[src/rtl/morse_pkg.sv]
// rtl/morse_pkg.sv - shared Morse symbol codes, unit lengths and keying states
package morse_pkg;

  // Code word width shared with the coder and decoder stages
  localparam int CW_W = 24;

  localparam logic [1:0] SYM_DOT  = 2'b01;
  localparam logic [1:0] SYM_DASH = 2'b11;

  // Element and gap lengths in Morse time units
  localparam logic [2:0] DOT_U      = 3'd1;
  localparam logic [2:0] DASH_U     = 3'd3;
  localparam logic [2:0] ELEM_GAP_U = 3'd1;
  localparam logic [2:0] CHAR_GAP_U = 3'd3;
  localparam logic [2:0] WORD_GAP_U = 3'd7;

  typedef enum logic [2:0] {
    IDLE,
    ELEM_ON,
    ELEM_GAP,
    CHAR_GAP,
    WORD_GAP
  } morse_state_t;

  // A slot carries a keyed element only for dot or dash; anything else terminates
  function automatic logic is_mark(input logic [1:0] sym);
    return (sym == SYM_DOT) || (sym == SYM_DASH);
  endfunction

endpackage

[src/rtl/morse_unit_timer.sv]
// rtl/morse_unit_timer.sv - unit prescaler plus unit counter for element/gap timing
module morse_unit_timer #(
  parameter int UNIT_CYCLES = 4
) (
  input  logic       clk,
  input  logic       rst,
  input  logic       en,
  input  logic       restart,
  input  logic [2:0] len_units,
  output logic       expire
);

  localparam int PW = (UNIT_CYCLES > 1) ? $clog2(UNIT_CYCLES) : 1;

  logic [PW-1:0] pre;
  logic [2:0]    units;
  logic          tick;

  assign tick = (pre == PW'(UNIT_CYCLES - 1));

  // Not gated by en so a frozen final cycle keeps reporting expiry (done holds)
  assign expire = tick & (units == len_units - 3'd1);

  // Prescaler wraps each unit; unit counter advances on every prescaler wrap
  always_ff @(posedge clk) begin
    if (rst || restart) begin
      pre   <= '0;
      units <= '0;
    end else if (en) begin
      if (tick) begin
        pre   <= '0;
        units <= units + 3'd1;
      end else begin
        pre <= pre + 1'b1;
      end
    end
  end

endmodule

[src/rtl/morse_tx.sv]
// rtl/morse_tx.sv - plays 24-bit Morse code words out as a timed key line
module morse_tx
  import morse_pkg::*;
#(
  parameter int UNIT_CYCLES = 4,
  parameter int MAX_SYM     = 12
) (
  input  logic            clk,
  input  logic            rst,
  input  logic            en,
  input  logic            x_valid,
  input  logic [CW_W-1:0] x,
  output logic            x_ready,
  output logic            key,
  output logic            busy,
  output logic            done
);

  morse_state_t    state;
  morse_state_t    state_next;
  logic [CW_W-1:0] sreg;
  logic [3:0]      sym_cnt;
  logic [2:0]      len_units;
  logic            expire;
  logic            restart;
  logic            accept;
  logic            last_sym;

  assign x_ready = en & (state == IDLE) & ~rst;
  assign accept  = x_valid & x_ready;
  assign busy    = (state != IDLE);
  assign done    = ~rst & expire & ((state == CHAR_GAP) || (state == WORD_GAP));
  assign restart = (state_next != state);

  // Stop after the slot limit or when the following slot is not a dot/dash
  assign last_sym = (sym_cnt >= 4'(MAX_SYM - 1)) | ~is_mark(sreg[CW_W-3 -: 2]);

  morse_unit_timer #(
    .UNIT_CYCLES(UNIT_CYCLES)
  ) u_timer (
    .clk       (clk),
    .rst       (rst),
    .en        (en),
    .restart   (restart),
    .len_units (len_units),
    .expire    (expire)
  );

  // Length of the current state in units; the active symbol sits in the top slot
  always_comb begin
    len_units = DOT_U;
    case (state)
      ELEM_ON:  len_units = (sreg[CW_W-1 -: 2] == SYM_DASH) ? DASH_U : DOT_U;
      ELEM_GAP: len_units = ELEM_GAP_U;
      CHAR_GAP: len_units = CHAR_GAP_U;
      WORD_GAP: len_units = WORD_GAP_U;
      default:  len_units = DOT_U;
    endcase
  end

  // Next-state decode; nothing moves while en is low
  always_comb begin
    state_next = state;
    if (en) begin
      case (state)
        IDLE: begin
          if (accept) begin
            if (x == '0)                     state_next = WORD_GAP;
            else if (is_mark(x[CW_W-1 -: 2])) state_next = ELEM_ON;
            else                              state_next = CHAR_GAP;
          end
        end
        ELEM_ON:  if (expire) state_next = last_sym ? CHAR_GAP : ELEM_GAP;
        ELEM_GAP: if (expire) state_next = ELEM_ON;
        CHAR_GAP: if (expire) state_next = IDLE;
        WORD_GAP: if (expire) state_next = IDLE;
        default:  state_next = IDLE;
      endcase
    end
  end

  // State register
  always_ff @(posedge clk) begin
    if (rst) state <= IDLE;
    else     state <= state_next;
  end

  // Shift register, symbol count and registered key line
  always_ff @(posedge clk) begin
    if (rst) begin
      sreg    <= '0;
      sym_cnt <= '0;
      key     <= 1'b0;
    end else if (en) begin
      key <= (state_next == ELEM_ON);
      if (accept) begin
        sreg    <= x;
        sym_cnt <= '0;
      end else if ((state == ELEM_ON) && expire) begin
        sreg    <= {sreg[CW_W-3:0], 2'b00};
        sym_cnt <= sym_cnt + 4'd1;
      end
    end
  end

endmodule
[config.mk]
export PLATFORM = sky130hd
export DESIGN_NAME = morse_tx
export DESIGN_NICKNAME = d
export VERILOG_FILES = /design/src/rtl/morse_pkg.sv /design/src/rtl/morse_unit_timer.sv /design/src/rtl/morse_tx.sv
export SDC_FILE = /design/constraint.sdc
export NUM_CORES = 1
export LEC_CHECK = 0
export CAP_MARGIN = 20
export CORE_MARGIN = 8
export CORE_UTILIZATION = 45
export CTS_BUF_LIST = sky130_fd_sc_hd__clkbuf_8
export DETAILED_ROUTE_END_ITERATION = 10
export PLACE_DENSITY = 0.69
export SETUP_SLACK_MARGIN = 0.2
export SYNTH_ARGS = -nofsm -noshare
export SYNTH_HDL_FRONTEND = slang
export SYNTH_SLANG_ARGS = --single-unit
[constraint.sdc]
create_clock -name clk -period 6.2 [get_ports clk]
set_input_delay 1.24 -clock clk [delete_from_list [all_inputs] [get_ports clk]]
set_output_delay 1.24 -clock clk [all_outputs]
set_load 0.01 [all_outputs]
==> parameters.txt, run 1 <==
Parameter                              Value

Cells and area
  Post-layout nets ... 280
  Post-Layout Cell Count ... 302
  Share of final-layout standard cells stronger than drive strength 1 ... 10.40%
  Fill cell count ... 414
  Number of diodes added for antenna fixing ... 0
  Leading cell types in the layout, fill and taps excluded ... dfxtp_1, clkdlybuf4s50_1, nor2_1
  Most common library cell in the layout ignoring fill and taps ... dfxtp_1
  Layout Area Growth over Synthesis ... 21.45%
  Cell area after layout ... 2480 um^2

Clocking
  Root Driver ... clkbuf_8
  Number of cells upsized or downsized after cts ... 0
  Sink count of the clock tree ... 37
  Longest Clk Path Bufs ... 2
  Inserted Clock Buffers ... 5
  Post-CTS setup-driven buffer insertion count ... 0
  CTS hold repair buffers ... 0
  Clock transition time at the flip-flop clock pins of the worst setup and hold paths ... 80 ps
  Clock insertion delay at the later pin of the skew report ... 290 ps
  CTS tree ... done
  Number of levels the H-tree was split into ... 2

Worst setup path
  Largest driver fanout on the critical path ... 21
  Reg2reg path depth ... 6
  Category of the worst setup path launch point ... input pin
  Arrival time of data at the critical path endpoint ... 3010 ps
  Critical Setup Path Class ... input pin to primary output
  Worst EP required ... 4960 ps
  Origin of the critical flop-to-flop path ... state[2]
  Capture point of the worst reg-to-reg path ... u_timer.units[0]
  Worst setup EP type ... primary output
  FF-to-FF setup slack ... 3800 ps

GRT
  Largest net degree at the start of global routing ... 49
  Overflow left after global routing ... 0
  Tot GR Track Use ... 13.58%
  Number of global-route vias before repair ... 1767
  Grt met2 use ... 21.22%
  Antenna violations before repair ... 0
  Global-route wire length before repair ... 8079 um
  Met1 layer usage reported by global route ... 17.06%
  Peak-usage layer in the global routing report ... met2
  Met3 Usage GRT ... 3.809%

Timing
  Relative slew slack ... 46.16%
  Achievable clock frequency ... 0.2351 GHz
  Setup repair after global routing missed its margin ... no
  Worst Max-Slew Pin Slew ... 805.1 ps
  Final period demand of the worst path ... 4254 ps
  Hold Fails Final Rpt ... 0
  Accumulated negative setup slack ... 0 ps
  Number of setup violations in the final report ... 0
  Final worst slack ... 1946 ps
  Final worst path period share ... 68.62%
  Max-slew violation count ... 0
  Clock Skews ... 8.954 ps

Placement
  Worst slack at placement ... 1954 ps
  Cell count after placement ... 294
  Weighted congestion reported at the end of routability-driven placement ... 0.8251
  Dpl cell area ... 2364 um^2
  HPWL Detailed ... 3338 um
  Port Buffers ... 31

Drt
  Wirelength per Cell ... 15.55 um
  Vias per Instance ... 5.685
  Total wire length ... 4696 um
  Number of nets with antenna violations after detailed routing ... 0
  Number of vias after detailed routing ... 1717
  DRC ... 0
  Initial DRC count ... 137
  Number of detailed-routing iterations run before antenna repair ... 4

Min path
  Worst Hold Path EP ... sreg[0]
  Min-Delay Startpoint ... sreg[0]
  Instance count along the most critical hold path ... 2
  Type of the most critical hold path ... flop to flop

Floorplanning
  Die height ... 83.36 um
  Initial cell density of the core ... 46.90%
  I/O pin total ... 32
  Standard-cell row count ... 24
  Placeable Area ... 4354 um^2
  Horizontal die dimension ... 83.36 um
  Die Footprint ... 6949 um^2

Pwr
  Worst IR drop on VDD ... 0.1466 mV
  Power density over the cells ... 216.4 nW/um^2
  Overall power ... 0.5365 mW
  Leakage power ... 1.038 nW

Logic synthesis
  Most used flip-flop cell after synthesis ... dfxtp_1
  Sequential element share of the synthesized area ... 36.27%
  Count of distinct cell types in the synthesized netlist ... 48
  Syn Inst Count ... 226
  Net count after synthesis ... 257
  Top cell type's share of synthesized area ... 36.27%
  Synth area leader ... dfxtp_1
  Average cell area after synthesis ... 9.035 um^2
  Area of the mapped netlist ... 2042 um^2
  Async SR Flop Fraction ... 0%
  Flip-flop and latch count after synthesis ... 37
  Number of enable flip-flop cells after synthesis ... 0
  Synthesis Warnings ... 0
  Main area contributors after synthesis ... dfxtp_1, mux2i_1, a211oi_1

Status
  Run status ... complete, no violations

Flow run
  Maximum capacitance violations ... 0
critical path: stages:
cell             delay (ps)
clkdlybuf4s50_1         820
nor3_2                  370
clkdlybuf4s50_1         580
cell type report:
class                           instances  area (um^2)  share of cell area (%)
Tap cell                               52        65.06                   2.624
Sequential cell                        37        740.7                   29.87
Clock buffer                            6        82.58                   3.330
Clock inverter                          2        33.78                   1.362
Multi-Input combinational cell        166         1194                   48.13
Inverter                                5        18.77                  0.7568
Timing Repair Buffer                   34        345.3                   13.93
cells in the mapped netlist (2+ instances only):
| cell | number |
|---|---|
| buf_4 | 3 |
| nand3_1 | 5 |
| clkbuf_1 | 10 |
| buf_6 | 2 |
| nor3_2 | 4 |
| o21ai_0 | 4 |
| nor2b_1 | 2 |
| a211oi_1 | 24 |
| nor2_2 | 2 |
| inv_2 | 3 |
| xnor2_1 | 4 |
| buf_2 | 3 |
| dfxtp_1 | 37 |
| mux2i_1 | 25 |
| ha_1 | 3 |
| xor2_1 | 4 |
| nor4_1 | 10 |
| o211ai_2 | 2 |
| and2_1 | 2 |
| a21o_1 | 2 |
| nor3b_1 | 2 |
| nand2_1 | 8 |
| nor2_1 | 26 |
| nand3b_1 | 2 |
| or3_1 | 2 |
| nor3_1 | 6 |
| a21oi_1 | 7 |
| inv_1 | 2 |
metal layers:
layer | up-vias | wire (um)
met5 | - | 0
met4 | 0 | 80
met3 | 8 | 216
met2 | 43 | 2055
met1 | 788 | 2343
li1 | 878 | -
logic make-up after synthesis:
family | Yosys count | synth area share [%]
AO/OA/AOI/OAI | 51 | 18.87
XOR/XNOR | 8 | 3.431
adder cells (fa/ha/maj) | 3 | 1.838
buffers and inverters | 23 | 5.698
flip-flops | 37 | 36.27
multiplexers | 26 | 12.93
AND/OR/NAND/NOR | 78 | 20.96
where the power goes:
part	switching, mW	internal (mW)	total, mW
Combinational	0.0305	0.0341	0.0647
Clock	0.0867	0.130	0.216
Sequential	0.00826	0.247	0.256
Total	0.125	0.411	0.537
sequential cells by signal (all words and copies together) (netlist names):
| register | count |
|---|---|
| sym_cnt | 4 |
| key | 1 |
| state | 3 |
| u_timer.units | 3 |
| u_timer.pre | 2 |
| sreg | 24 |
stage by stage:
stage | hold slack [ps] | utilization [%]
3_3_place_gp | 462.6 | 53.82
3_5_place_dp | 468.2 | 54.28
2_1_floorplan | 447.2 | -
4_1_cts | 483.8 | 56.95
5_1_grt | 497.0 | 56.95
6_report | 482.4 | 56.95
worst max-delay path by stage:
stage | start | to | slack, ps | cells after the start
2_1_floorplan | rst | done | 2990 | 3
3_3_place_gp | rst | x_ready | 1970 | 3
3_5_place_dp | rst | x_ready | 1950 | 3
4_1_cts | rst | x_ready | 1950 | 3
5_1_grt | rst | x_ready | 1810 | 3
6_report | rst | x_ready | 1950 | 3
No activity file was read; power rests on OpenSTA's default activity.
==> run 2, diff against run 1 <==
==> constraint.sdc (replaced) <==
create_clock -name clk -period 4.3 [get_ports clk]
set_input_delay 0.86 -clock clk [delete_from_list [all_inputs] [get_ports clk]]
set_output_delay 0.86 -clock clk [all_outputs]
set_load 0.01 [all_outputs]
==> parameters.txt, run 2 (same netlist as run 1, synthesis figures left out) <==
Parameter                              Value

Status
  Run status ... complete, no violations

Drt
  Number of vias after detailed routing ... 1701 (-0.93%)
  Initial DRC count ... 135 (-1.5%)
  Number of nets with antenna violations after detailed routing ... 0 (unchanged)
  Number of detailed-routing iterations run before antenna repair ... 4 (unchanged)
  Wirelength per Cell ... 15.04 um (-3.3%)
  DRC ... 0 (unchanged)
  Total wire length ... 4543 um (-3.3%)
  Vias per Instance ... 5.632 (-0.93%)

Floorplanning
  Placeable Area ... 4354 um^2 (unchanged)
  Die height ... 83.36 um (unchanged)
  Standard-cell row count ... 24 (unchanged)
  I/O pin total ... 32 (unchanged)
  Horizontal die dimension ... 83.36 um (unchanged)
  Die Footprint ... 6949 um^2 (unchanged)
  Initial cell density of the core ... 46.90% (unchanged)

Clocking
  Root Driver ... clkbuf_8
  Longest Clk Path Bufs ... 2 (unchanged)
  Inserted Clock Buffers ... 5 (unchanged)
  Clock transition time at the flip-flop clock pins of the worst setup and hold paths ... 70 ps (about the same)
  CTS hold repair buffers ... 0 (unchanged)
  Post-CTS setup-driven buffer insertion count ... 0 (unchanged)
  Clock insertion delay at the later pin of the skew report ... 290 ps (about the same)
  CTS tree ... done
  Sink count of the clock tree ... 37 (unchanged)
  Number of cells upsized or downsized after cts ... 0 (unchanged)
  Number of levels the H-tree was split into ... 2 (unchanged)

Pwr
  Share of power burned in combinational logic ... 12.2% (+0.2 points)
  Relative contribution of sequential cells to total power ... 48.7% (+1.1 points)
  Switching power as a share of total power ... 23.57% (+0.18 points)
  Worst IR drop on VDD ... 0.1889 mV (+29%)
  Leakage power ... 1.028 nW (-0.92%)
  Sw power ... 0.1780 mW (+42%)
  Clock Power Share ... 39.0% (-1.3 points)
  Cell-internal power ... 0.5774 mW (+40%)
  Power density over the cells ... 306.8 nW/um^2 (+42%)

Cells and area
  Most common library cell in the layout ignoring fill and taps ... dfxtp_1
  Cell area after layout ... 2462 um^2 (-0.71%)
  Share of final-layout standard cells stronger than drive strength 1 ... 10.40% (unchanged)
  Register with the highest flop count ... sreg
  Layout Area Growth over Synthesis ... 20.59%
  Post-layout nets ... 280 (unchanged)
  Number of diodes added for antenna fixing ... 0 (unchanged)
  Leading cell types in the layout, fill and taps excluded ... dfxtp_1, clkdlybuf4s50_1, nor2_1
  Max FFs per register ... 24 (unchanged)
  Registers with the most flip-flops ... sreg: 24 flops, sym_cnt: 4 flops

GRT
  Largest net degree at the start of global routing ... 48 (-2.0%)
  Overflow left after global routing ... 0 (unchanged)
  Global-route wire length before repair ... 7921 um (-2.0%)
  Number of global-route vias before repair ... 1704 (-3.6%)
  Antenna violations before repair ... 0 (unchanged)
  Peak-usage layer in the global routing report ... met2
  Tot GR Track Use ... 13.62% (+0.041 points)
  Met1 layer usage reported by global route ... 16.93% (-0.12 points)
  Met3 Usage GRT ... 5.469% (+1.7 points)
  Grt met2 use ... 20.08% (-1.1 points)

Timing
  Clock Skews ... 4.973 ps (-3.981 ps)
  Hold Fails Final Rpt ... 0 (unchanged)
  Final worst slack ... 902.4 ps (-1043 ps)
  Final period demand of the worst path ... 3398 ps
  Accumulated negative setup slack ... 0 ps (unchanged)
  Number of setup violations in the final report ... 0 (unchanged)
  Worst Max-Slew Pin Slew ... 599.6 ps (-205.5 ps)
  Final worst path period share ... 79.01%
  Max-slew violation count ... 0 (unchanged)
  Relative slew slack ... 59.90% (+14 points)
  Setup repair after global routing missed its margin ... no
  Achievable clock frequency ... 0.2943 GHz

Worst setup path
  Maximum cell stage delay along the critical path ... 580 ps (-240 ps)
  Critical Setup Path Class ... flop to primary output
  Capture point of the worst reg-to-reg path ... sreg[3]
  Origin of the critical flop-to-flop path ... u_timer.pre[0]
  Worst setup EP type ... primary output
  Worst EP required ... 3440 ps (-1520 ps)
  Reg2reg path depth ... 7 (+1)
  Launch point of the worst path ... state[2]
  FF-to-FF setup slack ... 1850 ps (-1950 ps)
  Category of the worst setup path launch point ... flop
  Worst setup path end ... done
  Crit-path cells ... and2b_1 -> a211oi_1 -> or2_2 -> nand2_1 -> nor3_1 -> clkdlybuf4s50_1
  Critical-path cell with the highest stage delay ... dfxtp_1
  Arrival time of data at the critical path endpoint ... 2540 ps (-470 ps)
  Largest driver fanout on the critical path ... 12 (-43%)

Flow run
  Maximum capacitance violations ... 0 (unchanged)

Placement
  Dpl cell area ... 2351 um^2 (-0.53%)
  HPWL Detailed ... 3345 um (+0.20%)
  Port Buffers ... 31 (unchanged)
  Weighted congestion reported at the end of routability-driven placement ... 0.9554 (+16%)
  Worst slack at placement ... 936.2 ps (-1017 ps)

Min path
  Type of the most critical hold path ... flop to flop
==> run 2: how the worst min path moves through the flow <==
| stage | start | end | cells after the start |
|---|---|---|---|
| 2_1_floorplan | sreg[0] | sreg[0] | 2 |
| 3_3_place_gp | sreg[0] | sreg[0] | 2 |
| 3_5_place_dp | sreg[0] | sreg[0] | 2 |
| 4_1_cts | sreg[0] | sreg[0] | 2 |
| 5_1_grt | sreg[0] | sreg[0] | 2 |
| 6_report | sreg[0] | sreg[0] | 2 |
==> run 2: worst max-delay path: cells and delay by family, from the launching register on <==
family	cells	cell delay, ps
buffers and inverters	1	560
AOI/OAI and AO/OA	1	470
and+or+nand+nor	4	660
DFF	1	580
==> run 2: power by group through the flow <==
stage	sequential (mW)	combinational, mW	clock (mW)
after floorplan	0.371	0.0547	0
after global placement	0.376	0.0921	0
after detailed placement	0.376	0.0929	0
after CTS	0.368	0.0934	0.304
after global routing	0.370	0.103	0.322
final	0.368	0.0925	0.295
==> run 2: per-layer routing <==
layer / share of wire [%] / wire length [um] / vias to the layer above
li1: - / - / 879
met1: 48 / 2164 / 780
met2: 45 / 2039 / 38
met3: 6.0 / 274 / 4
met4: 1.4 / 63 / 0
met5: 0 / 0 / -
==> run 2: through the flow <==
| step | hold WS, ps | total power [mW] | cells | util [%] |
|---|---|---|---|---|
| global placement | 461.2 | 0.4678 | 294 | 53.99 |
| CTS | 474.9 | 0.7651 | 302 | 56.55 |
| finish | 471.5 | 0.7555 | 302 | 56.55 |
| global route | 500.5 | 0.7948 | 302 | 56.55 |
| floorplan | 447.2 | 0.4255 | 226 | - |
| detailed placement | 464.5 | 0.4689 | 294 | 53.99 |
==> run 2: area by class of cell <==
cell class,instances,area (um^2)
sequential,37,740.7
multi-input combinational,166,1194
clock inverter,3,42.54
clock buffer,5,68.82
fill,420,1892
timing repair buffer,34,332.8
inverter,5,18.77
tap,52,65.06
==> run 3, diff against run 2 <==
--- a/config.mk
+++ b/config.mk
@@ -10,7 +10,7 @@
 export CORE_UTILIZATION = 45
 export CTS_BUF_LIST = sky130_fd_sc_hd__clkbuf_8
 export DETAILED_ROUTE_END_ITERATION = 10
-export PLACE_DENSITY = 0.69
+export PLACE_DENSITY = 0.71
 export SETUP_SLACK_MARGIN = 0.2
 export SYNTH_ARGS = -nofsm -noshare
 export SYNTH_HDL_FRONTEND = slang
==> constraint.sdc (replaced) <==
create_clock -name clk -period 2.7 [get_ports clk]
set_input_delay 0.54 -clock clk [delete_from_list [all_inputs] [get_ports clk]]
set_output_delay 0.54 -clock clk [all_outputs]
set_load 0.01 [all_outputs]
==> parameters.txt, run 3 (same netlist as run 1, synthesis figures left out) <==
Parameter                              Value

Timing
  Number of setup violations in the final report ... 0 (unchanged)
  Achievable clock frequency ... 0.4139 GHz
  Final period demand of the worst path ... 2416 ps
  Clock Skews ... 2.529 ps (-2.444 ps)
  Worst Max-Slew Pin Slew ... 653.8 ps (+54.19 ps)
  Final worst slack ... 284.2 ps (-618.2 ps)
  Hold Fails Final Rpt ... 0 (unchanged)
  Relative slew slack ... 56.21% (-3.7 points)
  Max-slew violation count ... 0 (unchanged)
  Accumulated negative setup slack ... 0 ps (unchanged)
  Final worst path period share ... 89.47%
  Setup repair after global routing missed its margin ... yes

GRT
  Global-route wire length before repair ... 7997 um (+0.96%)
  Antenna violations before repair ... 0 (unchanged)
  Tot GR Track Use ... 13.54% (-0.079 points)
  Largest net degree at the start of global routing ... 47 (-2.1%)
  Number of global-route vias before repair ... 1722 (+1.1%)
  Overflow left after global routing ... 0 (unchanged)

Clocking
  Root Driver ... clkbuf_8
  Clock transition time at the flip-flop clock pins of the worst setup and hold paths ... 70 ps (about the same)
  Clock insertion delay at the later pin of the skew report ... 280 ps (about the same)
  CTS tree ... done
  Longest Clk Path Bufs ... 2 (unchanged)
  Number of levels the H-tree was split into ... 2 (unchanged)
  Inserted Clock Buffers ... 5 (unchanged)
  Sink count of the clock tree ... 37 (unchanged)

Worst setup path
  Worst setup EP type ... primary output
  Largest driver fanout on the critical path ... 3 (-9)
  Arrival time of data at the critical path endpoint ... 1880 ps (-660 ps)
  Worst EP required ... 2160 ps (-1280 ps)
  Category of the worst setup path launch point ... flop
  Critical Setup Path Class ... flop to primary output

Pwr
  Leakage power ... 1.105 nW (+7.4%)
  Power density over the cells ... 434.7 nW/um^2 (+42%)
  Worst IR drop on VDD ... 0.2224 mV (+18%)

Cells and area
  Most common library cell in the layout ignoring fill and taps ... dfxtp_1
  Post-layout nets ... 292 (+4.3%)
  Post-route core utilization ... 58.45% (+1.9 points)
  Max FFs per register ... 24 (unchanged)
  Layout Area Growth over Synthesis ... 24.63%
  Number of diodes added for antenna fixing ... 0 (unchanged)
  Register with the highest flop count ... sreg
  Registers with the most flip-flops ... sreg: 24 flops, sym_cnt: 4 flops
  Leading cell types in the layout, fill and taps excluded ... dfxtp_1, clkdlybuf4s50_1, nor2_1
  Share of final-layout standard cells stronger than drive strength 1 ... 15.27% (+4.9 points)

Floorplanning
  Initial cell density of the core ... 46.90% (unchanged)
  I/O pin total ... 32 (unchanged)
  Horizontal die dimension ... 83.36 um (unchanged)
  Die height ... 83.36 um (unchanged)
  Standard-cell row count ... 24 (unchanged)
  Placeable Area ... 4354 um^2 (unchanged)
  Die Footprint ... 6949 um^2 (unchanged)

Min path
  Type of the most critical hold path ... flop to flop

Drt
  Number of vias after detailed routing ... 1727 (+1.5%)
  Total wire length ... 4677 um (+2.9%)
  DRC ... 0 (unchanged)
  Number of detailed-routing iterations run before antenna repair ... 4 (unchanged)
  Number of nets with antenna violations after detailed routing ... 0 (unchanged)
  Wirelength per Cell ... 14.89 um (-0.98%)
  Vias per Instance ... 5.500 (-2.4%)
  Initial DRC count ... 91 (-33%)

Placement
  Worst slack at placement ... 154.1 ps (-782.1 ps)
  HPWL Detailed ... 3456 um (+3.3%)
  Port Buffers ... 31 (unchanged)
  Weighted congestion reported at the end of routability-driven placement ... 0.8028 (-16%)

Status
  Run status ... complete, no violations

Flow run
  Maximum capacitance violations ... 0 (unchanged)
-- run 3: cell count changes in the layout (fill, tap and decap cells not counted), sizes merged --
cell           before  now
buf                 3   15
clkdlybuf4s50      31   29
bufinv              1    0
clkdlybuf4s15       0    1
clkinv              1    2
dlymetal6s2s        0    1
-- run 3: where the power goes --
group | internal (mW) | leakage [nW] | switching, mW
clock network | 0.175 | 0.0491 | 0.187
registers | 0.568 | 0.301 | 0.0164
logic | 0.0847 | 0.754 | 0.0745
-- run 3: final timing paths --
check	cells after the start	slack (ps)	from	endpoint
worst max-delay path	6	280	u_timer.pre[0]	done
worst max register to register	7	460	state[0]	sreg[21]
worst min-delay path	2	470	sreg[0]	sreg[0]
worst min register to register	2	470	sreg[0]	sreg[0]
-- run 3: critical path: stages (launching register included) --
cell,delay [ps]
dfxtp_1,350
ha_1,170
or3b_1,380
mux2i_2,200
nand2_1,80
nor3_1,140
clkdlybuf4s15_1,260
-- run 3: area by class of cell --
cell class | count | area [um^2]
multi-input combinational | 166 | 1199
sequential | 37 | 742.0
tap | 52 | 65.06
clock buffer | 5 | 68.82
timing repair buffer | 46 | 437.9
inverter | 5 | 18.77
fill | 413 | 1809
clock inverter | 3 | 13.76
-- run 3: per-stage QoR --
step	power (mW)	area [um^2]	cells	hold slack [ps]
after floorplan	0.6776	2042	226	447.2
final	1.106	2545	314	473.2
after global placement	0.7534	2454	306	459.1
after detailed placement	0.7552	2454	306	466.4
after CTS	1.122	2541	314	476.4
after global routing	1.162	2545	314	516.4
-- run 3: metal layers --
| layer | part of all wire (%) | wire length, um | track usage [%] | up-vias |
|---|---|---|---|---|
| li1 | - | - | - | 901 |
| met2 | 46 | 2156 | 21.71 | 34 |
| met5 | 0 | 0 | 0 | - |
| met3 | 4.1 | 190 | 3.711 | 8 |
| met1 | 48 | 2255 | 16.50 | 784 |
| met4 | 1.6 | 74 | 5.751 | 0 |
-- run 3: repair_timing --
item	in CTS	in global routing
endpoints found under the hold margin	0	0
hold buffers	0	0
setup endpoints to repair	1	2
setup buffers	0	0
resized for setup	3	2
pin swaps	0	1
